===== config.mk =====
export PLATFORM = sky130hd
export DESIGN_NAME = serial_pattern_tx
export DESIGN_NICKNAME = d
export VERILOG_FILES = /design/src/rtl/serial_pattern_tx.sv
export SDC_FILE = /design/constraint.sdc
export NUM_CORES = 1
export LEC_CHECK = 0
export ABC_CLOCK_PERIOD_IN_PS = 2310
export CAP_MARGIN = 0
export CORE_MARGIN = 2
export CORE_UTILIZATION = 40
export CTS_CLUSTER_SIZE = 24
export DETAILED_ROUTE_END_ITERATION = 8
export GPL_TIMING_DRIVEN = 0
export SYNTH_ARGS = -nofsm -noshare
export SYNTH_HDL_FRONTEND = slang
export SYNTH_SLANG_ARGS = --single-unit

===== constraint.sdc =====
create_clock -name clk -period 2.31 [get_ports clk]
set_clock_uncertainty 0.2 [all_clocks]
set_input_delay 0.462 -clock clk [delete_from_list [all_inputs] [get_ports clk]]
set_output_delay 0.462 -clock clk [all_outputs]
set_load 0.01 [all_outputs]

===== src/rtl/serial_pattern_tx.sv =====
// Serial bit-pattern transmitter: latches a W-bit pattern and shifts it out MSB-first,
// repeating it a programmable number of times with a programmable idle gap between repeats.
module serial_pattern_tx #(
  parameter int unsigned W     = 4,
  parameter int unsigned REP_W = 8,
  parameter int unsigned GAP_W = 4
) (
  input  logic             clk,
  input  logic             rst,
  input  logic             start_i,
  input  logic             abort_i,
  input  logic [W-1:0]     pattern_i,
  input  logic [REP_W-1:0] reps_i,
  input  logic [GAP_W-1:0] gap_i,
  output logic             dout_o,
  output logic             dout_valid_o,
  output logic             busy_o,
  output logic             done_o
);

  localparam int unsigned IdxW = $clog2(W);
  localparam logic [IdxW-1:0] IdxLast = IdxW'(W - 1);

  typedef enum logic [1:0] {StIdle, StSend, StGap, StDone} state_e;

  state_e           state_q, state_d;
  logic [W-1:0]     pat_q, pat_d;
  logic [REP_W-1:0] reps_q, reps_d;
  logic [GAP_W-1:0] gap_q, gap_d;
  logic [GAP_W-1:0] gap_cnt_q, gap_cnt_d;
  logic [IdxW-1:0]  idx_q, idx_d;

  always_ff @(posedge clk or posedge rst) begin
    if (rst) begin
      state_q   <= StIdle;
      pat_q     <= '0;
      reps_q    <= '0;
      gap_q     <= '0;
      gap_cnt_q <= '0;
      idx_q     <= '0;
    end else begin
      state_q   <= state_d;
      pat_q     <= pat_d;
      reps_q    <= reps_d;
      gap_q     <= gap_d;
      gap_cnt_q <= gap_cnt_d;
      idx_q     <= idx_d;
    end
  end

  always_comb begin
    state_d   = state_q;
    pat_d     = pat_q;
    reps_d    = reps_q;
    gap_d     = gap_q;
    gap_cnt_d = gap_cnt_q;
    idx_d     = idx_q;
    if (abort_i) begin
      state_d   = StIdle;
      reps_d    = '0;
      gap_cnt_d = '0;
      idx_d     = '0;
    end else begin
      unique case (state_q)
        StIdle: begin
          if (start_i) begin
            pat_d   = pattern_i;
            reps_d  = reps_i;
            gap_d   = gap_i;
            idx_d   = '0;
            state_d = (reps_i == '0) ? StDone : StSend;
          end
        end
        StSend: begin
          if (idx_q == IdxLast) begin
            idx_d  = '0;
            reps_d = reps_q - REP_W'(1);
            if (reps_q == REP_W'(1)) begin
              state_d = StDone;
            end else if (gap_q != '0) begin
              state_d   = StGap;
              gap_cnt_d = gap_q;
            end
            // Otherwise stay in StSend: back-to-back repeat with no bubble.
          end else begin
            idx_d = idx_q + IdxW'(1);
          end
        end
        StGap: begin
          if (gap_cnt_q <= GAP_W'(1)) begin
            state_d   = StSend;
            gap_cnt_d = '0;
            idx_d     = '0;
          end else begin
            gap_cnt_d = gap_cnt_q - GAP_W'(1);
          end
        end
        StDone:  state_d = StIdle;
        default: state_d = StIdle;
      endcase
    end
  end

  always_comb begin
    dout_valid_o = (state_q == StSend);
    dout_o       = dout_valid_o & pat_q[IdxLast - idx_q];
    busy_o       = (state_q == StSend) || (state_q == StGap);
    done_o       = (state_q == StDone);
  end

endmodule

==> metrics.md <==
| Metric | Value |
|---|---|
| IO Pins | 24 |
| Number of pins exceeding their max-slew limit in the final report | 0 |
| Core occupancy in the finished layout | 52.31% |
| Max-capacitance violation count | 0 |
| Worst Hold Slack | 315.0 ps |
| GR peak layer | met2 |
| Clk_lat worst skew | 260 ps |
| Chip Height | 65.19 um |
| Number of fill cells | 359 |
| Count of vias placed by the detailed router | 1263 |
| Most frequently used cell type in the post-synthesis netlist | dfrtp_1 |
| Share of post-route cells with drive strength above 1 | 14.52% |
| Count of flip-flops with a built-in enable after synthesis | 0 |
| Number of warnings printed during yosys synthesis | 0 |
| TritonCTS Buffers | 3 |
| DIE WIDTH | 65.19 um |
| Fin. Hold Viols | 0 |
| Pin count of the biggest net entering global routing | 25 |
| Library cell contributing the largest single delay on the critical path | mux4_2 |
| Number of DRC markers after the initial detailed-route iteration | 125 |
| DRT Pass-1 Iters | 4 |
| Critical path class | reg -> out |
| Vias/cell | 5.397 |
| Wire length of the first global-routing pass | 6106 um |
| Number of register bits inferred by synthesis | 24 |
| Share of the synthesized area in the top cell type | 40.10% |
| Synth cell types | 40 |
| Final Worst Setup Slack | 111.0 ps |
| Nets | 217 |
| Per-instance average area after synthesis | 9.479 um2 |
| Core area | 3633 um2 |
| Family with the most delay on the worst path | multiplexers |
| FMAX | 454.8 MHz |
| Unrepaired setup endpoints after global routing | no |
| Grt met1 use | 24.84% |
| Worst EP required | 1650 ps |
| Synthesis-to-layout area growth | 26.90% |
| Relative max-transition margin | 38.37% |
| Largest stage delay on the critical path | 490 ps |
| Residual antenna-violating net count after detailed routing | 0 |
| Critical path startpoint category | flip-flop |
| Worst-margin pin slew | 923.4 ps |
| Ranking of synthesized cells by instance count | 24 x dfrtp_1, 19 x nor2_1, 13 x inv_1, 13 x o21ai_0, 11 x a21oi_1 |
| Maximum clock path buffer count | 2 |
| Worst r2r src | gap_cnt_q[0] |
| Post-Layout Cell Count | 234 |
| GR Overflow Total | 0 |
| Std cell rows | 22 |
| CTS tree | yes |
| HPWL after detailed placement | 2606 um |
| Wire length per cell | 14.68 um |
| Global routing met2 resource utilization | 30.23% |
| H-Tree Level Count | 1 |
| Leading post-synthesis cells by cell area | dfrtp_1 40%, ha_1 8.4%, mux2_2 6.0% |
| Class of the worst hold path | reg -> reg |
| Final critical-path required period | 2199 ps |
| Vias in the first global route | 1334 |
| WP buf/inv | 1 |
| Sum of routed wire length over all layers | 3435 um |
| Result of the run | complete, no violations |
| List of cells traversed by the critical path | mux4_2, and2_1, clkdlybuf4s15_1 |
| Total DRC errors in the routed layout | 0 |
| Max Fanout on Critical Path | 2 |
| Footprint of the flip-flops and latches | 601.8 um2 |
| Clock transition at path regs | 80 ps |
| Inserted Diodes | 0 |
| Clock Root Buffer | clkbuf_8 |
| Post-place setup slack | -82.31 ps |
| Count of mapped cells out of synthesis | 158 |
| Syn Nets | 188 |
| Leak Pwr | 0.8174 nW |
| Cell type with the highest aggregate area in the netlist | dfrtp_1 |
| Global placement routability congestion | 0.8100 |
| Post-synthesis sequential area ratio | 40.10% |
| CP startpoint | idx_q[0] |
| Data arrival time at the worst-slack endpoint | 1540 ps |
| Endpoint kind of the worst setup timing path | output pin |
| Number of antenna violations at the first check in global routing | 0 |
| Post-synth top flop | dfrtp_1 |
| Count of port buffers added during placement | 23 |
| Power per Cell Area | 1050 nW/um2 |
| Launch point of the worst hold path | pat_q[0] |
| Number of endpoints failing setup at the final stage | 0 |
| Post-synthesis instance area | 1498 um2 |
| Combined area of the multi-input logic cells | 848.3 um2 |
| Share of the clock period used by the worst path after layout | 95.19% |
| Die Footprint | 4250 um2 |
| Overall fraction of global-route tracks in use | 18.48% |
| Post-Place Cells | 229 |
| Peak supply drop | 0.4233 mV |
| Initial Utilization | 41.22% |
| CTS sink count | 24 |
| Share of async-settable or async-resettable flops after synthesis | 100.0% |
| Fraction of met3 tracks used by global routing | 3.253% |
[timing repair]
action / 4_1_cts / 5_1_grt
hold buffers: 0 / 0
buffers inserted: 1 / 0
gates resized for setup: 8 / 4
endpoints found under the setup margin: 2 / 8
hold endpoints to repair: 0 / 0
[layout by cell type, fill, tap and decap left out, drive strengths merged, types with 6 or more instances in the layout]
master / n
mux2: 8
o21ai: 13
ha: 10
clkbuf: 6
clkdlybuf4s50: 21
inv: 13
nor2: 19
nor3: 6
dfrtp: 24
a21oi: 11
[registers in the layout, indices dropped and copies added, names as in the netlist]
signal	count
reps_q	8
gap_cnt_q	4
gap_q	4
pat_q	4
idx_q	2
state_q	2
[where the power goes]
group	switching (mW)	leakage (nW)	internal [mW]
registers	0.128	0.309	0.565
logic	0.515	0.473	0.427
clock network	0.130	0.0357	0.231
total	0.773	0.817	1.22
[area by class of cell]
cell class / instances / area share, %
inverter: 13 / 2.567
timing repair buffer: 24 / 12.64
buffer: 5 / 1.580
multi-input combinational: 116 / 44.63
clock inverter: 1 / 1.580
tap: 48 / 3.160
sequential: 24 / 31.67
clock buffer: 3 / 2.172
[worst register-to-register path: cells and delay by family (launching register included)]
kind,cells,cell delay (ps)
adder cells (fa/ha/maj),1,200
buffers and inverters,1,90
AO/OA/AOI/OAI,3,770
flip-flops,1,420
AND/OR/NAND/NOR,2,370
[per-layer routing]
layer | vias to the layer above | part of all wire (%)
met4 | 0 | 1.1
li1 | 628 | -
met1 | 599 | 47
met2 | 30 | 48
met5 | - | 0
met3 | 6 | 4.0
[worst paths after layout]
check | end | slack, ps | depth (start not counted)
min reg2reg | pat_q[0] | 320 | 1
min in group asynchronous | gap_cnt_q[1] | 500 | 2
max | dout_o | 110 | 3
max reg2reg | idx_q[0] | 200 | 7
max in group asynchronous | state_q[0] | 790 | 2
min | pat_q[0] | 320 | 1
[stage by stage]
stage / power, mW / area, um2 / TNS, ps
6_report: 1.996 / 1901 / 0
5_1_grt: 2.178 / 1901 / 0
4_1_cts: 1.995 / 1889 / 0
3_5_place_dp: 1.588 / 1788 / -211.4
3_3_place_gp: 1.564 / 1788 / -118.5
2_1_floorplan: 1.315 / 1498 / 0
[cell families (layout without fill, tap and decap cells)]
| logic type | count (synthesis) | count (layout) | share of synthesized area [%] |
|---|---|---|---|
| AOI/OAI and AO/OA | 45 | 45 | 19.47 |
| muxes | 11 | 11 | 8.856 |
| and+or+nand+nor | 49 | 49 | 17.80 |
| DFF | 24 | 24 | 40.10 |
| xor gates and xnor gates | 1 | 1 | 0.5849 |
| adders and majority gates | 10 | 10 | 8.354 |
| buffers and inverters | 18 | 46 | 4.845 |
Note: power is estimated with default switching activity, not from simulation.
